### config.mk
export PLATFORM = sky130hd
export DESIGN_NAME = maindec_fsm
export DESIGN_NICKNAME = d
export VERILOG_FILES = /design/src/rtl/mips_defs.sv /design/src/rtl/maindec_fsm.sv
export SDC_FILE = /design/constraint.sdc
export NUM_CORES = 1
export LEC_CHECK = 0
export ABC_AREA = 0
export BUFFER_PORTS_ARGS = -buffer_cell sky130_fd_sc_hd__clkbuf_2
export CAP_MARGIN = 20
export CORE_AREA = 4 4 41 43
export CTS_BUF_LIST = sky130_fd_sc_hd__clkbuf_8
export DETAILED_ROUTE_END_ITERATION = 8
export DIE_AREA = 0 0 45 47
export HOLD_SLACK_MARGIN = 0.03
export MAX_ROUTING_LAYER = met4
export PLACE_DENSITY = 0.69
export SYNTH_ARGS = -nofsm -noshare
export SYNTH_HDL_FRONTEND = slang
export SYNTH_SLANG_ARGS = --single-unit
### constraint.sdc
create_clock -name clk -period 1.6 [get_ports clk]
set_clock_uncertainty 0.05 [all_clocks]
set_input_delay 0.16 -clock clk [delete_from_list [all_inputs] [get_ports clk]]
set_output_delay 0.16 -clock clk [all_outputs]
set_load 0.02 [all_outputs]
### src/rtl/mips_defs.sv
// Shared MIPS multicycle definitions: opcodes, ALU operation classes, mux selects and
// main-decoder state codes, used by maindec, aludec and the datapath.
package mips_defs;

   localparam logic [5:0] OP_RTYPE = 6'b000000;
   localparam logic [5:0] OP_J     = 6'b000010;
   localparam logic [5:0] OP_BEQ   = 6'b000100;
   localparam logic [5:0] OP_BNE   = 6'b000101;
   localparam logic [5:0] OP_ADDI  = 6'b001000;
   localparam logic [5:0] OP_ORI   = 6'b001101;
   localparam logic [5:0] OP_LW    = 6'b100011;
   localparam logic [5:0] OP_SW    = 6'b101011;

   // aluop classes; aludec decodes funct only for ALUOP_FUNCT
   localparam logic [2:0] ALUOP_ADD   = 3'b000;
   localparam logic [2:0] ALUOP_OR    = 3'b001;
   localparam logic [2:0] ALUOP_FUNCT = 3'b100;
   localparam logic [2:0] ALUOP_BEQ   = 3'b110;
   localparam logic [2:0] ALUOP_BNE   = 3'b111;

   localparam logic [1:0] SRCB_REG   = 2'b00;
   localparam logic [1:0] SRCB_FOUR  = 2'b01;
   localparam logic [1:0] SRCB_IMM   = 2'b10;
   localparam logic [1:0] SRCB_IMMSH = 2'b11;

   localparam logic [1:0] PCSRC_ALU    = 2'b00;
   localparam logic [1:0] PCSRC_ALUOUT = 2'b01;
   localparam logic [1:0] PCSRC_JUMP   = 2'b10;

   localparam logic [3:0] S_FETCH   = 4'd0;
   localparam logic [3:0] S_DECODE  = 4'd1;
   localparam logic [3:0] S_MEMADR  = 4'd2;
   localparam logic [3:0] S_MEMRD   = 4'd3;
   localparam logic [3:0] S_MEMWB   = 4'd4;
   localparam logic [3:0] S_MEMWR   = 4'd5;
   localparam logic [3:0] S_RTYPEEX = 4'd6;
   localparam logic [3:0] S_ALUWB   = 4'd7;
   localparam logic [3:0] S_BEQEX   = 4'd8;
   localparam logic [3:0] S_BNEEX   = 4'd9;
   localparam logic [3:0] S_ADDIEX  = 4'd10;
   localparam logic [3:0] S_ORIEX   = 4'd11;
   localparam logic [3:0] S_IMMWB   = 4'd12;
   localparam logic [3:0] S_JEX     = 4'd13;

   typedef enum logic [3:0] {
      FETCH   = S_FETCH,
      DECODE  = S_DECODE,
      MEMADR  = S_MEMADR,
      MEMRD   = S_MEMRD,
      MEMWB   = S_MEMWB,
      MEMWR   = S_MEMWR,
      RTYPEEX = S_RTYPEEX,
      ALUWB   = S_ALUWB,
      BEQEX   = S_BEQEX,
      BNEEX   = S_BNEEX,
      ADDIEX  = S_ADDIEX,
      ORIEX   = S_ORIEX,
      IMMWB   = S_IMMWB,
      JEX     = S_JEX
   } statetype_t;

endpackage

### src/rtl/maindec_fsm.sv
// Multicycle MIPS main decoder: Moore FSM, outputs decoded from current state only.
// Latency 3-5 cycles per instruction (2 for unknown opcodes); no backpressure, advances every clock.
module maindec_fsm
   import mips_defs::*;
#(
   parameter int STATE_W = 4
) (
   input  logic               clk,
   input  logic               reset,
   input  logic [5:0]         op,
   output logic               pcwrite,
   output logic               memwrite,
   output logic               irwrite,
   output logic               regwrite,
   output logic               alusrca,
   output logic               branch,
   output logic               bne,
   output logic               iord,
   output logic               memtoreg,
   output logic               regdst,
   output logic [1:0]         alusrcb,
   output logic [1:0]         pcsrc,
   output logic [2:0]         aluop,
   output logic [STATE_W-1:0] state
);

   statetype_t cur_state, nxt_state;

   always_ff @(posedge clk) begin
      if (reset) cur_state <= FETCH;
      else       cur_state <= nxt_state;
   end

   assign state = STATE_W'(cur_state);

   always_comb begin
      nxt_state = FETCH;
      pcwrite   = 1'b0;
      memwrite  = 1'b0;
      irwrite   = 1'b0;
      regwrite  = 1'b0;
      alusrca   = 1'b0;
      branch    = 1'b0;
      bne       = 1'b0;
      iord      = 1'b0;
      memtoreg  = 1'b0;
      regdst    = 1'b0;
      alusrcb   = SRCB_REG;
      pcsrc     = PCSRC_ALU;
      aluop     = ALUOP_ADD;

      case (cur_state)
         FETCH: begin
            irwrite   = 1'b1;
            pcwrite   = 1'b1;
            alusrcb   = SRCB_FOUR;
            nxt_state = DECODE;
         end
         DECODE: begin
            // branch target is precomputed here so BEQEX/BNEEX can take it from ALUOut
            alusrcb = SRCB_IMMSH;
            case (op)
               OP_LW, OP_SW: nxt_state = MEMADR;
               OP_RTYPE:     nxt_state = RTYPEEX;
               OP_BEQ:       nxt_state = BEQEX;
               OP_BNE:       nxt_state = BNEEX;
               OP_ADDI:      nxt_state = ADDIEX;
               OP_ORI:       nxt_state = ORIEX;
               OP_J:         nxt_state = JEX;
               default:      nxt_state = FETCH;
            endcase
         end
         MEMADR: begin
            alusrca   = 1'b1;
            alusrcb   = SRCB_IMM;
            nxt_state = (op == OP_LW) ? MEMRD : MEMWR;
         end
         MEMRD: begin
            iord      = 1'b1;
            nxt_state = MEMWB;
         end
         MEMWB: begin
            memtoreg = 1'b1;
            regwrite = 1'b1;
         end
         MEMWR: begin
            iord     = 1'b1;
            memwrite = 1'b1;
         end
         RTYPEEX: begin
            alusrca   = 1'b1;
            aluop     = ALUOP_FUNCT;
            nxt_state = ALUWB;
         end
         ALUWB: begin
            regdst   = 1'b1;
            regwrite = 1'b1;
         end
         BEQEX: begin
            alusrca = 1'b1;
            aluop   = ALUOP_BEQ;
            pcsrc   = PCSRC_ALUOUT;
            branch  = 1'b1;
         end
         BNEEX: begin
            alusrca = 1'b1;
            aluop   = ALUOP_BNE;
            pcsrc   = PCSRC_ALUOUT;
            bne     = 1'b1;
         end
         ADDIEX: begin
            alusrca   = 1'b1;
            alusrcb   = SRCB_IMM;
            nxt_state = IMMWB;
         end
         ORIEX: begin
            alusrca   = 1'b1;
            alusrcb   = SRCB_IMM;
            aluop     = ALUOP_OR;
            nxt_state = IMMWB;
         end
         IMMWB: begin
            regwrite = 1'b1;
         end
         JEX: begin
            pcsrc   = PCSRC_JUMP;
            pcwrite = 1'b1;
         end
         default: nxt_state = FETCH;
      endcase
   end

endmodule

==> results of run 1 <==
[layout make-up]
cell class | instances | area, sq um
fill | 130 | 596
tap | 15 | 18.8
timing repair buffer | 31 | 165
sequential | 4 | 90.1
clock buffer | 3 | 41.3
multi-input combinational | 62 | 383
inverter | 2 | 7.51
[metal layers]
metal	up-vias	wire [um]
li1	320	-
met1	286	660
met2	32	657
met3	2	116
met4	0	13
met5	-	0
[synthesized netlist by cell type, types with 2 or more instances]
| master | count | area (sq um) |
|---|---|---|
| sky130_fd_sc_hd__nor4_1 | 2 | 12.5 |
| sky130_fd_sc_hd__nand3_1 | 2 | 10.0 |
| sky130_fd_sc_hd__nor3_1 | 4 | 20.0 |
| sky130_fd_sc_hd__a21oi_1 | 4 | 20.0 |
| sky130_fd_sc_hd__nor2b_1 | 6 | 37.5 |
| sky130_fd_sc_hd__dfxtp_1 | 4 | 80.1 |
| sky130_fd_sc_hd__buf_2 | 3 | 15.0 |
| sky130_fd_sc_hd__nand2b_1 | 5 | 31.3 |
| sky130_fd_sc_hd__nand2_1 | 3 | 11.3 |
| sky130_fd_sc_hd__nor2_1 | 13 | 48.8 |
| sky130_fd_sc_hd__nor4bb_1 | 2 | 20.0 |
| sky130_fd_sc_hd__a31oi_1 | 2 | 12.5 |
| sky130_fd_sc_hd__o32a_1 | 2 | 20.0 |
| sky130_fd_sc_hd__inv_1 | 2 | 7.51 |
| sky130_fd_sc_hd__o21ai_0 | 3 | 15.0 |
[logic make-up after synthesis]
group | after synthesis | share of synthesized area
flip-flops | 4 | 0.164
AND/OR/NAND/NOR | 44 | 0.513
buffers and inverters | 7 | 0.0692
AO/OA/AOI/OAI | 16 | 0.218
XOR/XNOR | 2 | 0.0359
[how the worst max path moves through the flow]
| stage | cells past startpoint | to | slack (ns) | from |
|---|---|---|---|---|
| 2_1_floorplan | 5 | pcsrc[0] | 0.05 | state[3] |
| 3_3_place_gp | 3 | pcwrite | 0.20 | state[2] |
| 3_5_place_dp | 4 | aluop[2] | 0.18 | state[3] |
| 4_1_cts | 4 | regwrite | 0.02 | state[0] |
| 5_1_grt | 3 | pcwrite | 0.01 | state[3] |
| 6_report | 3 | pcwrite | 0.08 | state[3] |
[layout by cell type (no fill, tap or decap), types with 3 or more instances in the layout]
cell                       instances
sky130_fd_sc_hd__clkbuf_2         27
sky130_fd_sc_hd__o21ai_0           3
sky130_fd_sc_hd__buf_4             4
sky130_fd_sc_hd__nand2_1           3
sky130_fd_sc_hd__nor2_1           13
sky130_fd_sc_hd__nand2b_1          5
sky130_fd_sc_hd__nor3_1            4
sky130_fd_sc_hd__clkbuf_8          3
sky130_fd_sc_hd__a21oi_1           3
sky130_fd_sc_hd__nor2b_1           4
[power groups by stage]
stage / Sequential [mW] / Combinational (mW) / Clock, mW
2_1_floorplan: 0.112 / 0.0655 / 0
3_3_place_gp: 0.113 / 0.106 / 0
3_5_place_dp: 0.113 / 0.106 / 0
4_1_cts: 0.111 / 0.107 / 0.215
5_1_grt: 0.111 / 0.122 / 0.229
6_report: 0.109 / 0.111 / 0.215
[per-stage QoR]
step / setup slack [ns] / instance area, sq um / utilization / std cells
finish: 0.0845 / 706 / 0.542 / 117
global route: 0.0121 / 706 / 0.542 / 117
CTS: 0.0244 / 687 / 0.528 / 117
detailed placement: 0.181 / 643 / 0.494 / 114
global placement: 0.202 / 643 / 0.494 / 114
floorplan: 0.0513 / 488 / - / 73
[what timing repair did]
action	CTS	global route
setup endpoints to repair	4	10
hold buffers	0	0
gates resized for setup	2	9
==> results.ini, run 1 <==
[die]
die_x_um=45
die-area_sq_um=2120
floorplan.initialDensity=0.375
placeable_area_sq_um=1300
dieHeight_um=47
ios=29
core.rowCount=13

[clock_network]
tritoncts=yes
clk_path_buf_depth=2
cts_max_level=1
cts_made_buffers=3
worst_skew_pair.late_latency_ns=0.22
ctsRootBufferMaster=sky130_fd_sc_hd__clkbuf_8
clkTransAtPathRegs_ns=0.03
cts_sinks=4
cts_setup_buffers=0

[hold_path]
whs_path_depth=2
min_from=reset
hold_end=state[0]
min-delay-path-class=primary input to register

[timing]
hold_viol_final=0
grt_setup_unrepaired=false
timing.final.crit_period_ns=1.52
tns_ns=0
ratio_of_final_minimum_period_to_clock_period=0.947
tightest_slew_ns=0.285
slew_viol_final=0
clock.fmax_ghz=0.660
setup_viol_count_final=0
worst_slew_margin_rel=0.810
holdWs_ns=0.0561

[synthesis]
synth_enable_flop_cells=0
synthesis.area_per_instance_sq_um=6.68
postSynthCellCount=73
synthesized_nets=81
synth-seq-cells=4
async_reset_ff_frac=0
synth_top_flop_cell=sky130_fd_sc_hd__dfxtp_1
netlist-cell-type-count=31
synthesis.area_sq_um=488
yosys_warnings=0
synth_sequential_area_ratio=0.164

[global_routing]
highest_utilization_routing_layer_at_the_global_route_stage=met1
grtUsageMet1=0.228
grt_first_pass_wirelength_um=2360
grt_util_all_layers=0.154
grt_util_met2=0.206
antenna_violations_before_repair=0
grt_residual_overflow=0
number_of_global_route_vias_before_repair=535
gr-usage-met3=0.0268
largest_net_degree_at_the_start_of_global_routing=18

[pwr]
pwr-share-clk=0.494
register_share_of_total_power=0.251
p_int_mw=0.309
switching_share=0.290
p_per_area_nw_per_um2=617
pwr-share-comb=0.254
static-leakage-power_nw=0.336
totalPowerFinal_mw=0.435
ir_worst_vdd_uv=561
netSwitchingPower_mw=0.126

[finish]
drive_above_1_share=0.412
n_antenna_cell=0
layout_overhead_on_the_synthesized_area_pct=44.6
num-nets-final=112
largest_register_ffs=4

[outcome]
result_of_the_run=completed

[placed_design]
place.gp.congestion=0.891
dp.final_hpwl_um=1100
io_buffers=28

[routing]
first_iter_violations=7
via_count=640
drc_errors=0
drtPass1Iterations=4
postRouteWirelength_um=1450
post_detailed_route_count_of_antenna_violating_nets=0
post_drt_wl_per_cell_um=12.4
avgViaCountPerCell=5.47

[flow_run]
max-cap-violations=0

[worst_setup_path]
critPathRequiredTime_ns=1.39
cp_data_arrival_time_ns=1.31
crit_type=register to output port
timing.critical_path.to_type=output port
worstPathMaxFanout=14
critical_path.reg2reg.startpoint=state[3]
crit_slowest_cell=sky130_fd_sc_hd__or3_1
reg2reg_slack_ns=0.24
crit_path_cell_chain=or3_1 > a21oi_2 > buf_4
timing.critical_path.slowest_cell_delay_ns=0.41
rr_endpoint=state[2]
timing.critical_path.max_delay_family=simple AND/OR/NAND/NOR gates
crit_buf_inv=1
startpoint_types=register
r2r.worst_path.cells=4

Power figures use the tool's default switching activity.
==> run 2, diff against run 1 <==
--- a/config.mk
+++ b/config.mk
@@ -15,6 +15,7 @@
 export HOLD_SLACK_MARGIN = 0.03
 export MAX_ROUTING_LAYER = met4
 export PLACE_DENSITY = 0.69
+export RECOVER_POWER = 25
 export SYNTH_ARGS = -nofsm -noshare
 export SYNTH_HDL_FRONTEND = slang
 export SYNTH_SLANG_ARGS = --single-unit
==> run 2 against run 1 <==
- first-iteration DRC count grew 43%
- worst hold slack improved by 0.0045 ns
- power down 0.44%
- non-clock buffer count did not move
- critical path type unchanged
- critical endpoint unchanged
- largest cell class unchanged
==> results.ini, run 2 (same netlist as run 1, synthesis figures left out) <==
[timing]
tightest_slew_ns=0.283  ; -0.00138 ns
tns_ns=0  ; unchanged
clock.fmax_ghz=0.660  ; about the same
hold_viol_final=0  ; unchanged
ratio_of_final_minimum_period_to_clock_period=0.947  ; about the same
worst_slew_margin_rel=0.811  ; +0.000918
holdWs_ns=0.0605  ; +0.00449 ns
grt_setup_unrepaired=false
finalWorstSetupSlack_ns=0.0847  ; +0.000247 ns
slew_viol_final=0  ; unchanged
timing.final.crit_period_ns=1.52  ; -0.000247 ns
setup_viol_count_final=0  ; unchanged

[die]
placeable_area_sq_um=1300  ; unchanged
floorplan.initialDensity=0.375  ; unchanged
die_x_um=45  ; unchanged
ios=29  ; unchanged
dieHeight_um=47  ; unchanged
core.rowCount=13  ; unchanged
die-area_sq_um=2120  ; unchanged

[clock_network]
ctsRootBufferMaster=sky130_fd_sc_hd__clkbuf_8
cts_setup_buffers=0  ; unchanged
cts_made_buffers=3  ; unchanged
clk_path_buf_depth=2  ; unchanged
cts_resized=2  ; unchanged
cts_max_level=1  ; unchanged
ctsHoldBuffers=0  ; unchanged
tritoncts=yes
clkTransAtPathRegs_ns=0.03  ; about the same
worst_skew_pair.late_latency_ns=0.22  ; about the same
cts_sinks=4  ; unchanged

[pwr]
p_per_area_nw_per_um2=617  ; about the same
netSwitchingPower_mw=0.125  ; -0.80%
pwr-share-clk=0.493  ; about the same
switching_share=0.289  ; -0.00104
static-leakage-power_nw=0.327  ; -2.7%
ir_worst_vdd_uv=557  ; -0.71%
register_share_of_total_power=0.253  ; +0.002
pwr-share-comb=0.254  ; about the same
p_int_mw=0.308  ; -0.30%

[worst_setup_path]
crit_slowest_cell=sky130_fd_sc_hd__or3_1
critPathRequiredTime_ns=1.39  ; about the same
timing.critical_path.to_type=output port
crit_path_cell_chain=or3_1 > a21oi_2 > buf_4
crit_type=register to output port
timing.critical_path.slowest_cell_delay_ns=0.41  ; about the same
startpoint_types=register
cp_data_arrival_time_ns=1.31  ; about the same
worstPathMaxFanout=14  ; unchanged

[finish]
seqCellArea_sq_um=90.1  ; unchanged
multi_input_area_sq_um=383  ; unchanged
n_antenna_cell=0  ; unchanged
filler_cell_count=133  ; +2.3%
num-nets-final=112  ; unchanged
largest_register_ffs=4  ; unchanged
layout_overhead_on_the_synthesized_area_pct=43.8
drive_above_1_share=0.382  ; -0.0294
most_common_library_cell_in_the_layout_ignoring_fill_and_taps=sky130_fd_sc_hd__clkbuf_2
final_cell_mix=24 x sky130_fd_sc_hd__clkbuf_2, 13 x sky130_fd_sc_hd__nor2_1, 5 x sky130_fd_sc_hd__nand2b_1

[global_routing]
grtUsageMet1=0.228  ; unchanged
highest_utilization_routing_layer_at_the_global_route_stage=met1
grt_residual_overflow=0  ; unchanged
largest_net_degree_at_the_start_of_global_routing=18  ; unchanged
grt_first_pass_wirelength_um=2360  ; unchanged
grt_util_all_layers=0.154  ; unchanged
grt_util_met2=0.206  ; unchanged
number_of_global_route_vias_before_repair=535  ; unchanged
antenna_violations_before_repair=0  ; unchanged
gr-usage-met3=0.0268  ; unchanged

[routing]
postRouteWirelength_um=1450  ; +0.35%
drtPass1Iterations=4  ; unchanged
post_drt_wl_per_cell_um=12.4  ; +0.35%
drc_errors=0  ; unchanged
via_count=636  ; -0.63%
avgViaCountPerCell=5.44  ; -0.62%
post_detailed_route_count_of_antenna_violating_nets=0  ; unchanged
first_iter_violations=10  ; +3

[placed_design]
io_buffers=28  ; unchanged
place.gp.congestion=0.891  ; unchanged
dp_slack_ns=0.181  ; unchanged
dp.final_hpwl_um=1100  ; unchanged

[flow_run]
max-cap-violations=0  ; unchanged

[outcome]
result_of_the_run=completed

[hold_path]
min-delay-path-class=primary input to register

run 2: cell counts in the layout (fill, tap and decap cells not counted):
No cell type changed its count.
run 2: power by group through the flow:
stage	logic (mW)	clock network [mW]	registers [mW]
finish	0.110	0.214	0.110
CTS	0.107	0.215	0.111
detailed placement	0.106	0	0.113
global placement	0.106	0	0.113
floorplan	0.0655	0	0.112
global route	0.121	0.229	0.111
run 2: critical path, delay by kind of cell (launching register included):
kind                   cells  cell delay, ns
AO/OA/AOI/OAI              1            0.15
buffers and inverters      1            0.15
AND/OR/NAND/NOR            1            0.41
flip-flops                 1            0.38
run 2: path summary, 6_finish.rpt:
kind                            startpoint       end  slack, ns  depth (start not counted)
worst max-delay path              state[3]   pcwrite       0.08                          3
worst min-delay path                 reset  state[0]       0.06                          2
worst max register to register    state[3]  state[2]       0.23                          4
worst min register to register    state[3]  state[0]       0.59                          2
run 2: final cells by class:
cell class,instances,area share
Timing Repair Buffer,31,0.230
Sequential cell,4,0.128
Clock buffer,3,0.0588
Multi-Input combinational cell,62,0.545
Tap cell,15,0.0267
Inverter,2,0.0107
run 2: layer usage:
| layer | part of all wire | up-vias |
|---|---|---|
| li1 | - | 319 |
| met1 | 0.47 | 292 |
| met2 | 0.45 | 23 |
| met3 | 0.062 | 2 |
| met4 | 0.0090 | 0 |
| met5 | 0 | - |
run 2: per-stage QoR:
| step | power (mW) | util | instance area (sq um) | std cells |
|---|---|---|---|---|
| final | 0.433 | 0.539 | 702 | 117 |
| after global routing | 0.461 | 0.539 | 702 | 117 |
| after CTS | 0.433 | 0.528 | 687 | 117 |
| after detailed placement | 0.219 | 0.494 | 643 | 114 |
| after global placement | 0.218 | 0.494 | 643 | 114 |
| after floorplan | 0.178 | - | 488 | 73 |
